### config.mk
export PLATFORM = sky130hd
export DESIGN_NAME = ring_monitor16
export DESIGN_NICKNAME = d
export VERILOG_FILES = /design/src/rtl/ring_pkg.sv /design/src/rtl/onehot_enc16.sv /design/src/rtl/ring_monitor16.sv
export SDC_FILE = /design/constraint.sdc
export NUM_CORES = 1
export LEC_CHECK = 0
export ABC_CLOCK_PERIOD_IN_PS = 3790
export BUFFER_PORTS_ARGS = -buffer_cell sky130_fd_sc_hd__buf_2
export CORE_MARGIN = 4
export CORE_UTILIZATION = 58
export CTS_CLUSTER_DIAMETER = 120
export DETAILED_ROUTE_END_ITERATION = 16
export GPL_TIMING_DRIVEN = 0
export PLACE_DENSITY = 0.84
export SLEW_MARGIN = 20
export SYNTH_ARGS = -nofsm -noshare
export SYNTH_HDL_FRONTEND = slang
export SYNTH_SLANG_ARGS = --single-unit
### constraint.sdc
create_clock -name Clk -period 3.79 [get_ports Clk]
set_input_delay 0.1895 -clock Clk [delete_from_list [all_inputs] [get_ports Clk]]
set_output_delay 0.1895 -clock Clk [all_outputs]
set_load 0.05 [all_outputs]
### src/rtl/ring_pkg.sv
// Shared definitions for the 16-bit rotating ring counter and its receive-side monitor.
// Both ends use rot_step so they agree on the rotation direction.
package ring_pkg;
  localparam int RING_W = 16;
  localparam int POS_W  = 4;

  localparam logic [1:0] ST_UNLOCKED = 2'd0;
  localparam logic [1:0] ST_LOCKED   = 2'd1;
  localparam logic [1:0] ST_ERROR    = 2'd2;

  function automatic logic [RING_W-1:0] rot_step(input logic [RING_W-1:0] x);
    return {x[0], x[RING_W-1:1]};
  endfunction
endpackage

### src/rtl/onehot_enc16.sv
// Combinational one-hot to index encoder; vld is set only for exactly one set bit.
// pos is forced to zero whenever vld is low.
module onehot_enc16
  import ring_pkg::*;
(
  input  logic [RING_W-1:0] vec,
  output logic              vld,
  output logic [POS_W-1:0]  pos
);

  logic [POS_W-1:0] pos_or;

  // OR of set-bit indices equals the index when exactly one bit is set.
  always_comb begin
    pos_or = '0;
    for (int i = 0; i < RING_W; i++) begin
      if (vec[i]) pos_or = pos_or | i[POS_W-1:0];
    end
  end

  assign vld = (vec != '0) && ((vec & (vec - 16'd1)) == '0);
  assign pos = vld ? pos_or : '0;

endmodule

### src/rtl/ring_monitor16.sv
// Locks onto the first ring sample and verifies each later Valid sample is one rotation step on.
// Outputs are registered or decoded from registers only; they reflect a sample one cycle later.
module ring_monitor16
  import ring_pkg::*;
#(
  parameter int REV_W = 8
) (
  input  logic              Clk,
  input  logic              Rst_n,
  input  logic [RING_W-1:0] Ring,
  input  logic              Valid,
  input  logic              Resync,
  output logic              Locked,
  output logic              Err,
  output logic [POS_W-1:0]  Phase,
  output logic [REV_W-1:0]  Rev,
  output logic              OneHot,
  output logic [POS_W-1:0]  Pos
);

  localparam logic [REV_W-1:0] REV_MAX = '1;

  logic [1:0]        state;
  logic [RING_W-1:0] prev;
  logic [POS_W-1:0]  phase;
  logic [REV_W-1:0]  rev;
  logic              enc_vld;
  logic [POS_W-1:0]  enc_pos;

  always_ff @(posedge Clk or negedge Rst_n) begin
    if (!Rst_n) begin
      state <= ST_UNLOCKED;
      prev  <= '0;
      phase <= '0;
      rev   <= '0;
    end else if (Resync) begin
      phase <= '0;
      rev   <= '0;
      if (Valid) begin
        state <= ST_LOCKED;
        prev  <= Ring;
      end else begin
        state <= ST_UNLOCKED;
      end
    end else if (Valid) begin
      case (state)
        ST_UNLOCKED: begin
          state <= ST_LOCKED;
          prev  <= Ring;
          phase <= '0;
          rev   <= '0;
        end
        ST_LOCKED: begin
          if (Ring == rot_step(prev)) begin
            prev  <= Ring;
            phase <= phase + 4'd1;
            if (phase == '1 && rev != REV_MAX) rev <= rev + REV_W'(1);
          end else begin
            // Prev/Phase/Rev freeze at the last good sample for post-mortem.
            state <= ST_ERROR;
          end
        end
        default: begin
        end
      endcase
    end
  end

  onehot_enc16 u_enc (
    .vec (prev),
    .vld (enc_vld),
    .pos (enc_pos)
  );

  assign Locked = (state == ST_LOCKED);
  assign Err    = (state == ST_ERROR);
  assign Phase  = phase;
  assign Rev    = rev;
  assign OneHot = Locked & enc_vld;
  assign Pos    = OneHot ? enc_pos : '0;

endmodule

==> summary.txt, run 1 <==
Setup path
  • Crit path kind: register to primary output
  • Reg-to-reg setup timing slack: 1510 ps
  • R2r startpoint: prev[3]$_DFFE_PN0P_
  • Critical-path maximum fanout: 7
  • R2r endpoint: prev[11]$_DFFE_PN0P_
  • Setup crit end kind: primary output
  • R2R depth: 8
  • CP Data Arrival Time: 2650 ps
  • CP required: between 3000 and 4000 ps
  • Worst setup SP type: register

Detailed routing
  • Total number of vias: 1571
  • DRT antenna net count: 0
  • DRT Pass-1 Iters: 4
  • Vias per Instance: between 5 and 6
  • DRT iter0 DRCs: 160
  • WL/cell: 14.6 um
  • Final WL: 4030 um
  • DRC errors left: 0

Clock tree
  • Resized Gates After CTS: 0
  • CTS Root Buffer Type: clkbuf_4
  • Setup Fix Bufs, Post-CTS: 0
  • H-tree levels: 2
  • CTS tree: done
  • Total CTS buffers: 5
  • Hold_buf cts: 1
  • Clock sinks: 30
  • Clock tree buffer depth: 2
  • Clk_lat worst skew: 330 ps
  • Worst-path clk slew: 100 ps

STA
  • Min Tclk post-route: 2840 ps
  • Fin crit share: between 70% and 80%
  • RSZ-0062 raised after global routing: false
  • Total negative setup slack: 0 ps
  • Clock skew after layout: 9.28 ps
  • Final setup violation count: 0
  • Final hold violation count: 0
  • Slew Limit Fails: 0
  • Rel. slew slack: a little over half
  • Worst setup margin: 953 ps
  • Fmax: between 300 and 400 MHz
  • Worst Tran Pin Value: ~700 ps

Place
  • IO Port Bufs: 37
  • Dpl cells: ~270
  • DP HPWL: 3020 um
  • Worst slack, placed: 1310 ps
  • Routability Congestion: 0.894

Pwr
  • Int Power: 0.000547 W
  • Worst IR Drop VDD: 278 uV
  • Reg power frac: 50.3%
  • Comb pwr share: 25.0%
  • Sw Pwr: 0.000260 W
  • Leakage: 0.994 nW
  • Pwr dens: 376 mW/mm2
  • Pwr Total: between 0.0008 and 0.0009 W
  • Clock network power share: 24.6%
  • Net Sw Frac: 32.2%

Synth
  • Number of enable flip-flop cells after synthesis: 0
  • Syn Inst Count: 185
  • Top-area cell type share of the netlist area: 40.8%
  • Sequential fraction of the synthesis area: 40.8%
  • YS warnings: 0
  • Synthesis-stage register bit count: 30
  • Commonest cells post-synth: 30 x dfrtp_1, 16 x xnor2_1, 12 x nand2_1, 12 x nor2_1, 11 x o21ai_0
  • Post-synth cell types: 42
  • Count leader, synth: dfrtp_1
  • Syn avg cell area: about 10 um2
  • Asr flop ratio synth: 100%
  • Leading area contributor after synthesis: dfrtp_1
  • Syn nets: 207
  • Synth top area cells: dfrtp_1 41%, mux2_4 8.2%, xnor2_1 7.6%
  • Most common flop cell mapped by yosys: dfrtp_1
  • Post-Synthesis Cell Area: 0.00184 mm2

Floorplan
  • Die H: 64.3 um
  • Die area: just over 0.004 mm2
  • DIE WIDTH: 64.3 um
  • Initial core utilization: roughly three fifths
  • I/O pins: 39
  • # rows: 20
  • Core area: 0.00305 mm2

Hold path
  • Hold Path Depth: 2
  • Worst hold-check path type: input port to register
  • Hold wc startpoint: Ring[4]
  • Hold endpoint: prev[4]$_DFFE_PN0P_

Global routing
  • Largest net degree at the start of global routing: 31
  • Gr usage total: 21.4%
  • Initial antenna violation count: 0
  • Vias in the first global route: approximately 1.5k
  • Overflow after GRT: 0
  • First-pass GRT wire length: about 6800 um

Final layout
  • N_diodes: 0
  • Nets@finish: 252
  • Fill cell count: 267
  • Area Overhead vs Synth: 16.9%
  • Final Non-Filler Cells: 275
  • Layout cells sized above 1: 29.9%

Run
  • Max_cap viols: 0

Status
  • Outcome: finished clean
[worst max-delay path by stage]
stage	start	endpoint	slack, ps	cells past startpoint
finish	prev[3]$_DFFE_PN0P_	Pos[1]	950	8
global route	prev[3]$_DFFE_PN0P_	Pos[2]	620	8
CTS	prev[3]$_DFFE_PN0P_	Pos[1]	930	8
detailed placement	prev[3]$_DFFE_PN0P_	Pos[1]	1310	8
global placement	prev[3]$_DFFE_PN0P_	Pos[1]	1400	8
floorplan	prev[3]$_DFFE_PN0P_	Pos[1]	1180	7
[registers in the layout (all words and copies together), names as in the netlist]
signal	cells
prev	16
Rev	8
Phase	4
state	2
[worst max-delay path: stages, from the launching register on]
cell       delay [ps]
dfrtp_1           380
clkbuf_2          160
nor3_1            300
nand3_1           140
a2111oi_0         380
o221a_2           260
o211ai_1          190
a31oi_1           200
buf_2             290
[cell type report]
| cell class | instances | area [um2] | share of cell area, % |
|---|---|---|---|
| plain buffers | 7 | 37.5 | 1.75 |
| clock buffers | 7 | 55.1 | 2.56 |
| clock inverters | 1 | 5.00 | 0.233 |
| inverters | 4 | 15.0 | 0.699 |
| multi-input cells | 144 | 1030 | 48.2 |
| flip-flops and latches | 30 | 751 | 34.9 |
| well taps | 44 | 55.1 | 2.56 |
| repair buffers | 38 | 195 | 9.09 |
[layer usage]
metal | wire length, um | global-route usage, % | vias to the layer above
met5 | 0 | 0 | -
met4 | 38 | 5.54 | 0
met3 | 251 | 6.33 | 4
met2 | 1950 | 35.6 | 42
met1 | 1780 | 27.0 | 748
li1 | - | - | 777
[power groups by stage]
stage          Clock, W  Combinational, W  Sequential [W]
2_1_floorplan         0          0.000156        0.000396
3_5_place_dp          0          0.000202        0.000412
6_report       0.000199          0.000202        0.000406
5_1_grt        0.000223          0.000221        0.000413
3_3_place_gp          0          0.000197        0.000410
4_1_cts        0.000207          0.000203        0.000406
[logic make-up after synthesis]
family	share of synthesized area (%)
mux	11.8
buf+inv	2.86
fa+ha+maj	2.45
xor+xnor	7.62
compound gates	14.9
simple gates	19.5
flops	40.8
[through the flow]
step,utilization (%),hold WS [ps],cell area [um2]
after detailed placement,68.1,257,2080
final,70.4,107,2150
after global routing,70.4,87.9,2150
after floorplan,-,-106,1840
after CTS,70.4,86.6,2150
after global placement,68.1,257,2080
[cells in the final DEF, fill, tap and decap left out, drive strengths merged, types with 2 or more instances in the layout]
master	count
o211ai	4
or4	4
or3	2
o21ai	11
o22ai	2
nor2b	4
xnor2	16
mux2	16
nand4	7
maj3	2
nor2	12
o31ai	2
a21oi	9
nand3	9
dfrtp	30
clkbuf	11
a2111oi	3
ha	2
nor4	3
buf	40
nand2	12
inv	4
a31oi	3
nor3	9
Note: power is estimated with default switching activity, not from simulation.
==> inputs of run 2 (changes only) <==
ABC_AREA = 1   (was unset)
ABC_CLOCK_PERIOD_IN_PS = 2600   (was 3790)
CORE_UTILIZATION = 51   (was 58)
PLACE_DENSITY = 0.77   (was 0.84)
clock period = 2.6 ns   (was 3.79 ns; I/O delays follow)
==> run 2 against run 1 <==
Compared with the run above: non-clock buffer count unchanged; total power increased to 2.7 times the previous value; clock skew decreased by 3.3 ps; clock power increased by 97%; combinational power increased to 4.9 times the previous value; critical path type unchanged; largest power group is now combinational cells; highest routed layer unchanged.
==> summary.txt, run 2 <==
Clock tree
  • CTS tree: done
  • Hold_buf cts: 1
  • Clock sinks: 30
  • Worst-path clk slew: around 70 ps
  • H-tree levels: 2
  • Clk_lat worst skew: 290 ps
  • Clock tree buffer depth: 2
  • CTS Root Buffer Type: clkbuf_8
  • Total CTS buffers: 5
  • Resized Gates After CTS: 0
  • Setup Fix Bufs, Post-CTS: 0

Final layout
  • Biggest register: prev
  • Nets@finish: 402
  • Commonest non-fill, non-tap cell in the layout: nand2_1
  • Final core utilization: 62.9%
  • Area Overhead vs Synth: 15.6%
  • Commonest cells after routing, fill and taps aside: 124 x nand2_1, 42 x inv_1, 40 x buf_2
  • Max reg flops: 16
  • N_diodes: 0
  • Layout cells sized above 1: 24.9%

Setup path
  • R2r endpoint: Rev[1]$_DFFE_PN0P_
  • End point of the critical path: Pos[1]
  • R2r startpoint: Rev[0]$_DFFE_PN0P_
  • Critical-path maximum fanout: 6
  • Critical path origin: prev[1]$_DFFE_PN0P_
  • Crit path kind: register to primary output
  • CP Data Arrival Time: a little over 2000 ps
  • R2R depth: 9
  • Setup crit end kind: primary output
  • CP required: 2470 ps
  • Worst setup SP type: register
  • Reg-to-reg setup timing slack: 880 ps

Floorplan
  • Die area: ~0.0055 mm2
  • Core area: 0.00412 mm2
  • Die H: 74.3 um
  • I/O pins: 39
  • DIE WIDTH: 74.3 um
  • Initial core utilization: 54.5%
  • # rows: 23

Detailed routing
  • DRT iter0 DRCs: around 190
  • Final WL: 5120 um
  • Vias per Instance: ~5
  • Total number of vias: 2201
  • DRC errors left: 0
  • DRT antenna net count: 0
  • WL/cell: roughly 12 um
  • DRT Pass-1 Iters: 5

Synth
  • Syn avg cell area: 6.69 um2
  • Commonest cells post-synth: 124 x nand2_1, 42 x inv_1, 38 x nor2_1
  • Post-synth cell types: 27
  • Syn nets: 357
  • Number of enable flip-flop cells after synthesis: 0
  • Synthesis-stage register bit count: 30
  • Asr flop ratio synth: 100%
  • Syn Inst Count: 335
  • Synth top area cells: dfrtp_1 34%, nand2_1 21%, o21ai_2 7.4%
  • Sequential fraction of the synthesis area: 33.5%
  • Leading area contributor after synthesis: dfrtp_1
  • Post-Synthesis Cell Area: 0.00224 mm2
  • YS warnings: 0
  • Top-area cell type share of the netlist area: 33.5%
  • Count leader, synth: nand2_1
  • Most common flop cell mapped by yosys: dfrtp_1

Pwr
  • Sw Pwr: about 0.0010 W
  • Clock network power share: 18.2%
  • Int Power: approximately 0.0011 W
  • Net Sw Frac: between 40 and 50%
  • Pwr Total: roughly 0.0022 W
  • Pwr dens: 831 mW/mm2
  • Worst IR Drop VDD: 444 uV
  • Leakage: 1.47 nW
  • Comb pwr share: 46.1%
  • Reg power frac: 35.6%

STA
  • Total negative setup slack: 0 ps
  • Slew Limit Fails: 0
  • Clock skew after layout: about 6 ps
  • Worst Tran Pin Value: between 600 and 700 ps
  • Final setup violation count: 0
  • Rel. slew slack: 53.3%
  • Min Tclk post-route: 2200 ps
  • Fin crit share: 84.5%
  • Fmax: 455 MHz
  • Final hold violation count: 0
  • RSZ-0062 raised after global routing: false

Place
  • IO Port Bufs: 37
  • DP HPWL: 3840 um
  • Routability Congestion: 0.855

Global routing
  • Vias in the first global route: 1930
  • Largest net degree at the start of global routing: 31
  • Gr usage total: 20.7%
  • Initial antenna violation count: 0
  • Overflow after GRT: 0
  • First-pass GRT wire length: slightly below 9000 um

Status
  • Outcome: finished clean

Hold path
  • Worst hold-check path type: input port to register

Run
  • Max_cap viols: 0
==> run 2: changes by cell type after synthesis, moves of 6 or more <==
| cell | before | now |
|---|---|---|
| a21oi_1 | 9 | 0 |
| inv_1 | 4 | 42 |
| inv_2 | 0 | 7 |
| mux2_2 | 6 | 0 |
| mux2_4 | 10 | 0 |
| nand2_1 | 12 | 124 |
| nand4_1 | 7 | 15 |
| nor2_1 | 12 | 38 |
| nor3_1 | 9 | 3 |
| o21ai_2 | 0 | 19 |
| xnor2_1 | 16 | 0 |
==> run 2: worst min-delay path by stage <==
stage / start / slack [ps] / depth (start not counted) / endpoint
after floorplan: Rst_n / -170 / 0 / Phase[0]$_DFFE_PN0P_
after global placement: Rst_n / 220 / 1 / prev[5]$_DFFE_PN0P_
after detailed placement: Rst_n / 220 / 1 / prev[6]$_DFFE_PN0P_
after CTS: Ring[6] / 110 / 3 / prev[6]$_DFFE_PN0P_
after global routing: Ring[5] / 110 / 3 / prev[5]$_DFFE_PN0P_
final: Ring[6] / 110 / 3 / prev[6]$_DFFE_PN0P_
==> run 2: kinds of logic (layout without fill, tap and decap cells) <==
group	Yosys count	count (layout)	synth area share, %
adder cells (fa/ha/maj)	2	2	1.12
XOR/XNOR	1	1	0.391
AO/OA/AOI/OAI	32	32	11.1
buffers and inverters	56	102	11.1
AND/OR/NAND/NOR	214	214	42.8
flip-flops	30	30	33.5
==> run 2: area by class of cell <==
type                       count  area (um2)
timing repair buffer          38         195
fill                         390        1530
clock inverter                 1        5.00
tap                           50        62.6
buffer                         7        63.8
sequential                    30         751
clock buffer                   7        86.3
inverter                      49         184
multi-input combinational    249        1240
==> run 2: routing by layer <==
metal	GRT usage (%)	vias up	wire length, um
li1	-	1149	-
met1	29.1	995	2450
met2	30.9	53	2330
met3	4.73	4	297
met4	7.91	0	40
met5	0	-	0
==> run 2: metrics by stage <==
stage | setup slack [ps] | hold slack [ps] | std cells | instance area (um2)
detailed placement | 726 | 220 | 422 | 2490
global route | 153 | 110 | 431 | 2590
finish | 403 | 112 | 431 | 2590
global placement | 753 | 218 | 422 | 2490
floorplan | 570 | -166 | 335 | 2240
CTS | 401 | 107 | 431 | 2590
==> run 2: worst max-delay path, stage by stage, from the launching register on <==
cell,delay (ps)
dfrtp_1,440
nor2_2,170
nand2_1,150
nor2_4,200
nand2_1,80
nand2_1,60
nand3_1,60
nor2_1,120
nand3_2,130
nor2_1,100
buf_2,270
==> run 2: power by group through the flow <==
stage	logic, W	clock network, W	registers, W
floorplan	0.000750	0	0.000777
global placement	0.000970	0	0.000764
detailed placement	0.000989	0	0.000771
CTS	0.000997	0.000403	0.000764
global route	0.00112	0.000428	0.000789
finish	0.000993	0.000393	0.000766
==> inputs of run 3 (changes only) <==
ABC_AREA = 0   (was 1)
ABC_CLOCK_PERIOD_IN_PS = 2000   (was 2600)
CORE_UTILIZATION = 49   (was 51)
PLACE_DENSITY = 0.76   (was 0.77)
clock period = 2 ns   (was 2.6 ns; I/O delays follow)
==> run 3 against run 2 <==
Compared with the run above: die area is 13% lower; global-route usage is 1.6 points higher; the flow now finishes with violations (negative setup slack); critical path depth is 4 lower; critical path type unchanged; utilization is 15 points higher; clock-buffer cell count stayed put; largest power group is now registers; sequential share of layout area is 0.66 points lower; hold slack worse by 48 ps; clock power is 33% higher.
==> summary.txt, run 3 (synthesized netlist as in run 1, its figures left out) <==
Setup path
  • Critical-path maximum fanout: 5
  • CP Data Arrival Time: 2580 ps
  • Crit path kind: register to primary output
  • Reg-to-reg setup timing slack: -280 ps
  • R2R depth: 9
  • CP peak stage delay: 850 ps
  • CP required: 1900 ps
  • Slowest CP cell: a2111oi_0
  • CP Cell Sequence: a2111oi_0, o221a_2, o211ai_1, buf_4, a31oi_4, buf_6
  • Setup crit end kind: primary output
  • Worst setup SP type: register

STA
  • Clock skew after layout: 4.63 ps
  • Min Tclk post-route: around 2700 ps
  • Worst Tran Pin Value: 892 ps
  • Fmax: around 370 MHz
  • Fin crit share: 134%
  • Slew Limit Fails: 0
  • RSZ-0062 raised after global routing: true
  • Final hold violation count: 0
  • Final setup violation count: 35
  • Worst setup margin: -678 ps
  • Rel. slew slack: 39.0%

Global routing
  • Overflow after GRT: 0
  • First-pass GRT wire length: between 8000 and 9000 um
  • Largest net degree at the start of global routing: 31
  • Initial antenna violation count: 0
  • Vias in the first global route: roughly 1.7k
  • Gr usage total: 22.2%

Detailed routing
  • WL/cell: 18.3 um
  • DRC errors left: 0
  • Final WL: around 5600 um
  • DRT Pass-1 Iters: 4
  • Vias per Instance: 5.90
  • DRT antenna net count: 0
  • Total number of vias: 1812
  • DRT iter0 DRCs: between 100 and 150

Floorplan
  • Initial core utilization: 53.0%
  • Die area: 0.00479 mm2
  • # rows: 21
  • Core area: 0.00347 mm2
  • DIE WIDTH: between 60 and 70 um
  • Die H: 69.2 um
  • I/O pins: 39

Hold path
  • Worst hold-check path type: input port to register
  • Hold Path Depth: 2

Pwr
  • Leakage: 1.22 nW
  • Pwr Total: 0.00194 W
  • Pwr dens: 716 mW/mm2
  • Worst IR Drop VDD: 405 uV

Final layout
  • Biggest register: prev
  • Max reg flops: 16
  • Commonest cells after routing, fill and taps aside: 32 x buf_2, 27 x buf_4, 17 x dfrtp_1
  • Commonest non-fill, non-tap cell in the layout: buf_2
  • Area Overhead vs Synth: 47.3%
  • Nets@finish: 282
  • Final core utilization: 78.1%
  • Multi-input logic area: 0.00125 mm2
  • Fill cell count: 233
  • FF/Latch Area: approximately 770 um2
  • N_diodes: 0
  • Layout cells sized above 1: 53.6%

Status
  • Outcome: finished with violations
  • Failing checks: negative setup slack

Clock tree
  • Clock sinks: 30
  • Total CTS buffers: 5
  • Clk_lat worst skew: approximately 300 ps
  • CTS Root Buffer Type: clkbuf_8
  • H-tree levels: 2
  • Worst-path clk slew: 60 ps
  • Clock tree buffer depth: 2
  • CTS tree: done

Place
  • DP HPWL: 3200 um
  • IO Port Bufs: 37
  • Routability Congestion: approximately 0.83

Run
  • Max_cap viols: 0
[run 3: cell types whose count changed in the layout (fill, tap and decap cells not counted), moves of 18 or more]
cell     previous run  this run
inv_1              42         3
nor2_1             38         9
buf_4               0        27
nand2_1           124        11
o21ai_2            19         1
[run 3: worst max-delay path: cells and delay by family, from the launching register on]
kind	cells	cell delay, ps
AOI/OAI and AO/OA	4	1460
DFF	1	450
buffers and inverters	2	380
[run 3: layout make-up]
class	instances	share of cell area, %
multi-input combinational	144	46.3
clock buffer	7	3.19
timing repair buffer	70	18.1
inverter	4	0.555
clock inverter	1	0.185
buffer	5	1.25
sequential	30	28.3
tap	46	2.13
[run 3: path summary, 6_finish.rpt]
path | start | end
hold reg to reg | Rev[6]$_DFFE_PN0P_ | Rev[6]$_DFFE_PN0P_
min in group asynchronous | Rst_n | prev[7]$_DFFE_PN0P_
hold / removal | Ring[6] | prev[6]$_DFFE_PN0P_
setup reg to reg | prev[4]$_DFFE_PN0P_ | Rev[5]$_DFFE_PN0P_
setup / recovery | prev[0]$_DFFE_PN0P_ | Pos[1]
max in group asynchronous | Rst_n | prev[1]$_DFFE_PN0P_
[run 3: metal layers]
metal  global-route usage (%)  vias to the layer above  wire, um
li1                         -                      844         -
met1                     29.8                      879      2340
met2                     34.1                       73      2650
met3                     6.67                       16       410
met4                     7.59                        0       201
met5                        0                        -         0
[run 3: through the flow]
step,cells,setup WS [ps],hold slack (ps),cell area (um2),TNS (ps)
after floorplan,185,-165,-196,1930,-605
after global placement,268,-366,180,2170,-6350
after detailed placement,268,-352,175,2170,-6370
after CTS,296,-247,58.9,2580,-2780
after global routing,307,-729,60.4,2710,-12960
final,307,-678,64.2,2710,-9180
[run 3: timing repair]
action / 4_1_cts / 5_1_grt
buffers inserted: 19 / 12
hold buffers: 1 / 0
endpoints found under the setup margin: 33 / 35
gates cloned: 1 / 0
pin swaps: 15 / 14
hold endpoints to repair: 30 / 0
gates resized for setup: 49 / 21
[run 3: where the power goes]
part           leakage [nW]  internal (W)  switching (W)  total [W]
Sequential            0.365      0.000679       0.000124   0.000803
Clock                0.0482      0.000277       0.000246   0.000523
Combinational         0.806      0.000320       0.000294   0.000614
Total                  1.22       0.00128       0.000663    0.00194
